## config.mk

```make
export PLATFORM = sky130hd
export DESIGN_NAME = systolic_result_serializer
export DESIGN_NICKNAME = d
export VERILOG_FILES = /design/src/rtl/systolic_pkg.sv /design/src/rtl/systolic_result_serializer.sv
export SDC_FILE = /design/constraint.sdc
export NUM_CORES = 1
export LEC_CHECK = 0
export ABC_AREA = 1
export BUFFER_PORTS_ARGS = -buffer_cell sky130_fd_sc_hd__buf_2
export CORE_ASPECT_RATIO = 2
export CORE_UTILIZATION = 55
export DETAILED_ROUTE_END_ITERATION = 7
export GPL_TIMING_DRIVEN = 0
export HOLD_SLACK_MARGIN = 0.05
export PLACE_DENSITY = 0.79
export SETUP_SLACK_MARGIN = 0.3
export SYNTH_ARGS = -nofsm -noshare
export SYNTH_HDL_FRONTEND = slang
export SYNTH_SLANG_ARGS = --single-unit
```

## constraint.sdc

```tcl
create_clock -name clk -period 3.56 [get_ports clk]
set_input_delay 1.068 -clock clk [delete_from_list [all_inputs] [get_ports clk]]
set_output_delay 1.068 -clock clk [all_outputs]
set_load 0.1 [all_outputs]
```

## src/rtl/systolic_pkg.sv

```systemverilog
`default_nettype none
//------------------------------------------------------------------------------
// Module : systolic_pkg
// Brief  : Types shared by the systolic array controller and result serializer.
// Rev    : 1.0  initial release
//------------------------------------------------------------------------------
package systolic_pkg;

    localparam int RES_W = 9;

    typedef logic [RES_W-1:0] res_t;

    typedef struct packed {
        res_t c11;
        res_t c12;
        res_t c21;
        res_t c22;
    } res_mat_t;

    typedef enum logic [1:0] {
        E11 = 2'd0,
        E12 = 2'd1,
        E21 = 2'd2,
        E22 = 2'd3
    } elem_e;

endpackage : systolic_pkg
`default_nettype wire

```

## src/rtl/systolic_result_serializer.sv

```systemverilog
`default_nettype none
//------------------------------------------------------------------------------
// Module : systolic_result_serializer
// Brief  : Buffers 2x2 results from the systolic controller and streams them
//          out row-major, one element per valid/ready beat; flags dropped results.
// Rev    : 1.0  initial release
//------------------------------------------------------------------------------
module systolic_result_serializer
    import systolic_pkg::*;
#(
    parameter int DATA_W = 9,
    parameter int DEPTH  = 2
) (
    input  logic                         clk,
    input  logic                         rst_n,
    input  logic [DATA_W-1:0]            c11,
    input  logic [DATA_W-1:0]            c12,
    input  logic [DATA_W-1:0]            c21,
    input  logic [DATA_W-1:0]            c22,
    input  logic                         res_valid,
    input  logic                         clr_overflow,
    output logic [DATA_W-1:0]            m_data,
    output logic [1:0]                   m_idx,
    output logic                         m_last,
    output logic                         m_valid,
    input  logic                         m_ready,
    output logic [$clog2(DEPTH+1)-1:0]   count,
    output logic                         overflow
);

    localparam int c_cnt_w = $clog2(DEPTH + 1);
    localparam int c_ptr_w = (DEPTH > 1) ? $clog2(DEPTH) : 1;
    localparam logic [c_cnt_w-1:0] c_depth_cnt = c_cnt_w'(DEPTH);
    localparam logic [c_ptr_w-1:0] c_last_ptr  = c_ptr_w'(DEPTH - 1);

    if (DEPTH < 1) begin : g_depth_check
        $error("systolic_result_serializer: DEPTH must be >= 1");
    end

    logic [DATA_W-1:0]  r_mem [DEPTH][4];
    logic [c_ptr_w-1:0] r_wr_ptr;
    logic [c_ptr_w-1:0] r_rd_ptr;
    elem_e              r_elem;
    logic [c_cnt_w-1:0] r_count;
    logic               r_overflow;

    logic w_pop_last;
    logic w_accept;
    logic w_wr_en;
    logic w_drop;
    logic w_beat;

    // Outputs decode straight from the registers; data is masked while idle
    // because slot storage is never reset.
    always_comb begin
        m_valid    = (r_count != '0);
        m_data     = '0;
        m_idx      = 2'd0;
        m_last     = 1'b0;
        if (m_valid) begin
            m_data = r_mem[r_rd_ptr][r_elem];
            m_idx  = r_elem;
            m_last = (r_elem == E22);
        end
        w_beat     = m_valid && m_ready;
        w_pop_last = w_beat && (r_elem == E22);
        w_accept   = (r_count < c_depth_cnt) || w_pop_last;
        w_wr_en    = res_valid && w_accept;
        w_drop     = res_valid && !w_accept;
    end

    assign count    = r_count;
    assign overflow = r_overflow;

    always_ff @(posedge clk or negedge rst_n) begin
        if (!rst_n) begin
            r_wr_ptr   <= '0;
            r_rd_ptr   <= '0;
            r_elem     <= E11;
            r_count    <= '0;
            r_overflow <= 1'b0;
        end else begin
            // A full buffer may overwrite the slot being popped this cycle;
            // the read path only ever sees the pre-edge contents.
            if (w_wr_en) begin
                r_mem[r_wr_ptr][0] <= c11;
                r_mem[r_wr_ptr][1] <= c12;
                r_mem[r_wr_ptr][2] <= c21;
                r_mem[r_wr_ptr][3] <= c22;
                r_wr_ptr <= (r_wr_ptr == c_last_ptr) ? '0 : r_wr_ptr + 1'b1;
            end

            if (w_beat) begin
                if (r_elem == E22) begin
                    r_elem   <= E11;
                    r_rd_ptr <= (r_rd_ptr == c_last_ptr) ? '0 : r_rd_ptr + 1'b1;
                end else begin
                    r_elem <= elem_e'(r_elem + 2'd1);
                end
            end

            if (w_wr_en && !w_pop_last) begin
                r_count <= r_count + 1'b1;
            end else if (!w_wr_en && w_pop_last) begin
                r_count <= r_count - 1'b1;
            end

            if (w_drop) begin
                r_overflow <= 1'b1;
            end else if (clr_overflow) begin
                r_overflow <= 1'b0;
            end
        end
    end

    a_stall_stable: assert property (@(posedge clk) disable iff (!rst_n)
        (m_valid && !m_ready) |=> ($stable(m_data) && $stable(m_idx)));

    a_count_bound: assert property (@(posedge clk) disable iff (!rst_n)
        r_count <= c_depth_cnt);

    a_drop_no_write: assert property (@(posedge clk) disable iff (!rst_n)
        (res_valid && !w_accept) |=> ((r_count == $past(r_count)) && r_overflow));

endmodule : systolic_result_serializer
`default_nettype wire

```

Word-level counts from Yosys, hierarchy flattened --
Memory sizes are Yosys's and may differ from the RTL's. Index checks and enable logic that the tools add are counted.
Storage, ports and cells: input bits 41, memories kept 1, word-level logic and storage cells 45, register bits 7, memory bits (writable) 72
Memory list:
- r_mem | depth 2, bits a word 36, rd ports 1, clocked after memory_dff 0, write ports 1, RTL line systolic_result_serializer.sv:40 | logic [DATA_W-1:0] r_mem [DEPTH][4];
Cells by class: equality and inequality tests 1, multiplexer cells 15, $add $sub $neg 5, reductions and logical operators 15, order comparisons 2, bitwise gates (word level) 1
Operators with widths (count):
- two-way mux 9 bit | 3
- binary-select mux 9 bit (select 2 bit) | 1
- two-way mux 2 bit | 4
- logical AND 1 bit | 7
- two-way mux 1 bit | 7
- nonzero test 2 bit | 3
- adder 2 x 1 -> 2 bit, second input constant | 2
- greater-or-equal comparator 3 bit, second input constant | 1
- zero test 1 bit | 3
- inverter 2 -> 3 bit | 1
- adder 1 bit, second input constant | 2
- == test 2 bit, second input constant | 1
- less-than comparator 2 bit, second input constant | 1
- AND reduction 2 bit | 1
- subtractor 2 x 1 -> 2 bit, second input constant | 1
- logical OR 1 bit | 1

Logic depth before layout (Yosys ltp) --
Gate-level depths: netlist (run 1).
depth in word-level cells 9, mapped depth 11, depth with buffers taken out 11

Worst setup path after synthesis (run 1) --
No wires, ideal clock.
path kind flip-flop to output port, from register r_count[0] (netlist: count[0]), to output port m_idx[0], path buffers 0, arrival time 3.052 ns, stages on the path, launching flop included 5, slack -0.560 ns, cell sequence dfrtp_1 inv_2 nand2_2 inv_2 nor2_1
On the way: cells in the longest elaborated chain, start to end 2
Ends and longest elaborated chain:
- start: declaration | RTL line systolic_result_serializer.sv:44 | logic [c_cnt_w-1:0] r_count;
- start signal: assignment | RTL line systolic_result_serializer.sv:103 | r_count <= r_count + 1'b1;
- start signal: assignment | RTL line systolic_result_serializer.sv:105 | r_count <= r_count - 1'b1;
- nonzero test 2 bit | RTL line systolic_result_serializer.sv:56 | m_valid = (r_count != '0);
- net m_valid | RTL line systolic_result_serializer.sv:25 | output logic m_valid,
- two-way mux 2 bit | RTL line systolic_result_serializer.sv:60 | if (m_valid) begin
- end: declaration | RTL line systolic_result_serializer.sv:23 | output logic [1:0] m_idx,
The timed path passes the listed nets, and every way through them passes these cells.

Worst setup path in the final report (run 1) --
from register r_elem[0], to output port m_data[6]
On the way: cells in the longest elaborated chain, start to end 5
Ends and longest elaborated chain:
- start: declaration | RTL line systolic_result_serializer.sv:43 | elem_e r_elem;
- start signal: assignment | RTL line systolic_result_serializer.sv:98 | r_elem <= elem_e'(r_elem + 2'd1);
- inverter 2 -> 3 bit (not written as such) | RTL line systolic_result_serializer.sv:61 | m_data = r_mem[r_rd_ptr][r_elem];
- binary-select mux 9 bit (select 2 bit) | RTL line systolic_result_serializer.sv:61
- two-way mux 9 bit (not written as such) (2 in series) | RTL line systolic_result_serializer.sv:61
- two-way mux 9 bit | RTL line systolic_result_serializer.sv:60
- end: declaration | RTL line systolic_result_serializer.sv:22 | output logic [DATA_W-1:0] m_data,
Every way passes these cells. The select of a mux whose other input is x is not followed.

==> results.md, run 1 <==
- H-tree Lvls: 3
- CTS max path bufs: 2
- Post-synth cell types: 23
- Gpl congestion: just over 0.8
- Ys flop type: edfxtp_1
- Chip height: 113 µm
- Residual overflow from global routing: 0
- Vias: 2258
- Setup bufs post-CTS: 0
- Antenna viol nets, final: 0
- Most common cell in the synthesized netlist: nand2_1
- Tot GR Track Use: between 20% and 30%
- FILL cells: between 400 and 500
- Synth Area per Inst: approximately 12 µm²
- Clk slew on worst S/H paths: about 0.050 ns
- WL final: slightly below 7 mm
- Worst setup path class: flip-flop to primary output
- Final setup violation count: 0
- Crit path DAT: 2.00 ns
- Status: finished, violations left
- Area Overhead vs Synth: 24.0%
- CTS tree: yes
- IO buf count: between 50 and 60
- Slew @ Worst Pin: 0.493 ns
- Clk sinks: 79
- DRT Pass-1 Iters: 7
- Setup crit start kind: flip-flop
- Post-CTS sizing: 0
- Final hold violations: 0
- Synth Register Bits: 79
- Worst path required time: 2.49 ns
- DR DRC count: 3
- Avg WL per Cell: around 16 µm
- Hold_ws: between 0.4 and 0.5 ns
- TNS Setup: 0 ns
- Register area: 2340 µm²
- Initial antenna violation count: 0
- Tcrit/Tclk final: between 80% and 90%
- Share of layout cells above drive strength 1: a little under a third
- Initial Util: between 50% and 60%
- Total length of routed met3 wires: roughly 300 µm
- Multi-input logic area: 936 µm²
- MaxCap Viol Count: 0
- Most frequent cells after synthesis: nand2_1 (87), edfxtp_1 (72), nor2_1 (39), o21ai_0 (18), o21ai_1 (18)
- Largest net degree at the start of global routing: 33
- Met1 Routed Length: between 2 and 2.5 mm
- # hold bufs at CTS: 0
- DIE AREA: ~6500 µm²
- Min-delay worst type: flip-flop to flip-flop
- Top post-synthesis cells by area: edfxtp_1 (64%), nand2_1 (9.7%), dfrtp_1 (5.2%), nor2_1 (4.3%), o21ai_0 (2.7%)
- Core area: slightly below 6000 µm²
- # rows: 40
- Leading area contributor after synthesis: edfxtp_1
- Synth warnings: 0
- Clock skew: around 0.005 ns
- Vias in the first global route: around 2.3k
- Fraction of registers with async set/reset: under 10%
- Unrepaired setup endpoints after global routing: no
- Mapped Nets: 336
- Nets: just over 400
- Post-Syn Area: 3380 µm²
- Inserted Clock Buffers: 9
- HPWL Detailed: roughly 4.8 mm
- IO Count: 57
- Gate Count Post-Synth: approximately 290
- Vias/cell: approximately 5.3
- Worst-Skew Late Latency: around 0.33 ns
- Met2 WL: ~4 mm
- DR top layer: met4
- Iter 0 DRT Violations: between 100 and 150
- Die X-Extent: approximately 57 µm
- Fmax: ~330 MHz
- Min Tclk post-route: 3.07 ns
- EDFF count, synth: 72
- Root buf cell: clkbuf_16
- Failing checks: design-rule violations
- # diodes: 0
- Synth top area share: about 64%
- Sequential fraction of the synthesis area: between 60% and 70%
- CP Max Fanout: 10
- Slew HR: roughly two thirds
- Final max-slew violation count: 0
- First-pass GRT wire length: roughly 11 mm
- Crit end category: primary output
[metrics by stage]
stage          worst slack (ns)  cells  utilization (%)  area [µm²]
2_1_floorplan             0.372    293                -        3470
3_3_place_gp              0.229    412             64.3        3830
3_5_place_dp              0.821    414             65.1        3880
4_1_cts                   0.472    430             70.4        4190
5_1_grt                   0.387    430             70.4        4190
6_report                  0.491    430             70.4        4190
[registers in the layout (all words and copies together), names as in the netlist]
register,flops
r_mem,72
count,2
r_elem,2
overflow,1
r_rd_ptr,1
r_wr_ptr,1
[worst max-delay path: stages, from the launching register on]
cell	delay [ns]
dfrtp_1	0.40
buf_6	0.16
inv_2	0.06
buf_4	0.17
o21ai_0	0.10
o21ai_1	0.16
nand2_1	0.11
nand2_4	0.08
buf_2	0.41
[layout by cell type (no fill, tap or decap), drive strengths merged]
cell type and count:
xor2 2, dfrtp 7, nand2 89, buf 69, o21ai 37, edfxtp 72
nor2 45, nand3 4, xnor2 1, bufinv 2, ha 2, a21oi 3
inv 20, clkbuf 9, clkinv 5
[metal layers]
metal | global-route usage, % | vias up
met3 | 4.11 | 10
met1 | 26.5 | 1059
met5 | 0 | -
met4 | 13.8 | 0
met2 | 41.9 | 74
li1 | - | 1115
[final cells by class]
class                           instances  share of cell area [%]
Tap cell                               63                    1.88
Sequential cell                        79                    55.8
Inverter                               20                    1.97
Clock buffer                            9                    5.37
Timing Repair Buffer                   58                    7.64
Buffer                                 11                    2.90
Clock inverter                          7                    2.09
Multi-Input combinational cell        183                    22.3
[logic make-up after synthesis]
logic type	synth area share [%]
flops	69.2
xor+xnor	0.778
fa+ha+maj	0.740
buf+inv	6.03
simple gates	17.3
compound gates	6.03
[final timing paths]
check | start | slack, ns | cells after the start | end
min in group asynchronous | rst_n | 0.57 | 1 | overflow$_DFFE_PN0P_
max in group asynchronous | rst_n | 2.81 | 1 | count[1]$_DFFE_PN0P_
max | r_elem[0]$_DFFE_PN0P_ | 0.49 | 8 | m_data[6]
max reg2reg | r_elem[1]$_DFFE_PN0P_ | 1.55 | 6 | r_mem[1][6]$_DFFE_PP_
min | count[0]$_DFFE_PN0P_ | 0.49 | 1 | count[0]$_DFFE_PN0P_
min reg2reg | count[0]$_DFFE_PN0P_ | 0.49 | 1 | count[0]$_DFFE_PN0P_
Power of run 1 is not shown: default switching activity piles up to over one toggle a cycle in this logic, so the estimate is an artifact.
==> run 2: changes to the inputs <==
--- a/config.mk
+++ b/config.mk
@@ -7,12 +7,14 @@
 export LEC_CHECK = 0
 export ABC_AREA = 1
 export BUFFER_PORTS_ARGS = -buffer_cell sky130_fd_sc_hd__buf_2
+export CELL_PAD_IN_SITES_DETAIL_PLACEMENT = 0
+export CELL_PAD_IN_SITES_GLOBAL_PLACEMENT = 1
 export CORE_ASPECT_RATIO = 2
-export CORE_UTILIZATION = 55
+export CORE_UTILIZATION = 44
 export DETAILED_ROUTE_END_ITERATION = 7
 export GPL_TIMING_DRIVEN = 0
 export HOLD_SLACK_MARGIN = 0.05
-export PLACE_DENSITY = 0.79
+export PLACE_DENSITY = 0.8
 export SETUP_SLACK_MARGIN = 0.3
 export SYNTH_ARGS = -nofsm -noshare
 export SYNTH_HDL_FRONTEND = slang
==> run 2 against run 1 <==
Net effect:
- routed wire length is 1.6% lower
- the run now ends clean
- global-route usage is 5.0 points lower
- largest cell class unchanged
- core utilization shrank 13 points
==> results.md, run 2 (same netlist as run 1, synthesis figures left out) <==
- Initial antenna violation count: 0 (unchanged)
- Most common cell after layout, fill and taps aside: nand2_1
- Min Tclk post-route: 3.04 ns (-0.0324 ns)
- Residual overflow from global routing: 0 (unchanged)
- Nets: 405 (unchanged)
- Placed cell count: 443 (+7.0%)
- Worst-Skew Late Latency: 0.34 ns (about the same)
- Final max-slew violation count: 0 (unchanged)
- Post-CTS sizing: 0 (unchanged)
- DRT Pass-1 Iters: 4 (-3)
- CP Max Fanout: 10 (unchanged)
- Share of layout cells above drive strength 1: 30.5% (-0.54 points)
- Initial Util: 46.2% (-11 points)
- First-pass GRT wire length: 10.8 mm (-2.8%)
- CP startpoint: r_rd_ptr$_DFFE_PN0P_
- Chip height: 126 µm (+12%)
- # hold bufs at CTS: 0 (unchanged)
- Worst path required time: 2.49 ns (about the same)
- Final setup violation count: 0 (unchanged)
- Vias/cell: 4.84 (-7.9%)
- Tot GR Track Use: 18.9% (-5.0 points)
- # diodes: 0 (unchanged)
- Tcrit/Tclk final: 85.3% (-0.91 points)
- TNS Setup: 0 ns (unchanged)
- Clk slew on worst S/H paths: 0.06 ns (about the same)
- Commonest cells after routing, fill and taps aside: nand2_1 (78), edfxtp_1 (72), buf_2 (56)
- DIE AREA: 8060 µm² (+24%)
- Antenna viol nets, final: 0 (unchanged)
- Clk sinks: 79 (unchanged)
- Area Overhead vs Synth: 23.5%
- Hold wc startpoint: r_wr_ptr$_DFFE_PN0P_
- DR DRC count: 0 (-3)
- Fmax: 329 MHz (+1.1%)
- PnR worst setup slack: 0.523 ns (+0.0324 ns)
- WL final: 6.77 mm (-1.6%)
- Fin cells: 459 (+6.7%)
- HPWL Detailed: 4.79 mm (+0.31%)
- Vias in the first global route: 2209 (-4.5%)
- RR Startpoint: r_elem[1]$_DFFE_PN0P_
- IO Count: 57 (unchanged)
- Final hold violations: 0 (unchanged)
- Root buf cell: clkbuf_16
- Setup crit start kind: flip-flop
- MaxCap Viol Count: 0 (unchanged)
- Largest net degree at the start of global routing: 33 (unchanged)
- H-tree Lvls: 3 (unchanged)
- Vias: 2221 (-1.6%)
- Slew HR: 67.5% (+0.15 points)
- Inserted Clock Buffers: 9 (unchanged)
- Crit end category: primary output
- Hold depth: 2 (+1)
- # rows: 44 (+10%)
- Iter 0 DRT Violations: 83 (-39%)
- Die X-Extent: 64.0 µm (+11%)
- Min-delay worst type: flip-flop to flip-flop
- Slew @ Worst Pin: 0.491 ns (-0.00231 ns)
- Fin util: 57.0% (-13 points)
- Largest register by flop count: r_mem
- Worst slack, placed: 0.858 ns (+0.0366 ns)
- Worst setup path class: flip-flop to primary output
- Avg WL per Cell: 14.8 µm (-7.8%)
- Clock skew: 0.00667 ns (+0.00166 ns)
- FF-to-FF path depth: 6 (unchanged)
- Max reg flops: 72 (unchanged)
- Status: completed
- Core area: 7320 µm² (+23%)
- Gpl congestion: 0.782 (-5.7%)
- CTS tree: yes
- CTS max path bufs: 2 (unchanged)
- Setup bufs post-CTS: 0 (unchanged)
- Unrepaired setup endpoints after global routing: no
- Crit path DAT: 1.97 ns (-0.03 ns)
- IO buf count: 56 (unchanged)
## run 2: changes by cell type in the layout (fill, tap and decap cells not counted), sizes merged
cell      delta
clkinvlp     +1
clkinv       -2
clkbuf       +3
bufinv       -2
## run 2: stage by stage
stage / hold slack [ns] / instance area [µm²]
final: 0.499 / 4170
after global routing: 0.524 / 4170
after CTS: 0.504 / 4170
after detailed placement: 0.493 / 3920
after global placement: 0.476 / 3860
after floorplan: 0.463 / 3470
## run 2: final timing paths
kind	end	slack (ns)
max	m_data[5]	0.52
min	r_wr_ptr$_DFFE_PN0P_	0.50
max reg2reg	r_mem[0][26]$_DFFE_PP_	1.65
min reg2reg	r_wr_ptr$_DFFE_PN0P_	0.50
max in group asynchronous	count[1]$_DFFE_PN0P_	2.81
min in group asynchronous	r_elem[1]$_DFFE_PN0P_	0.56
## run 2: critical path: stages, from the launching register on
cell	delay (ns)
dfrtp_1	0.37
buf_6	0.16
inv_8	0.09
buf_8	0.13
nor2_1	0.04
o21ai_1	0.21
nand2_1	0.13
nand2_4	0.08
buf_2	0.42
## run 2: final cells by class
cell class / instances / area, µm²
Buffer: 11 / 121
Clock buffer: 12 / 236
Clock inverter: 4 / 22.5
Fill cell: 668 / 3150
Inverter: 20 / 82.6
Multi-Input combinational cell: 183 / 936
Sequential cell: 79 / 2340
Tap cell: 92 / 115
Timing Repair Buffer: 58 / 320
## run 2: layer usage
layer | share of wire (%) | vias up | GRT usage (%)
met1 | 38 | 1048 | 19.7
met4 | 2.5 | 0 | 9.76
met5 | 0 | - | 0
met2 | 56 | 47 | 33.8
met3 | 3.7 | 12 | 4.98
li1 | - | 1114 | -
Power of run 2 is left out for the same reason.
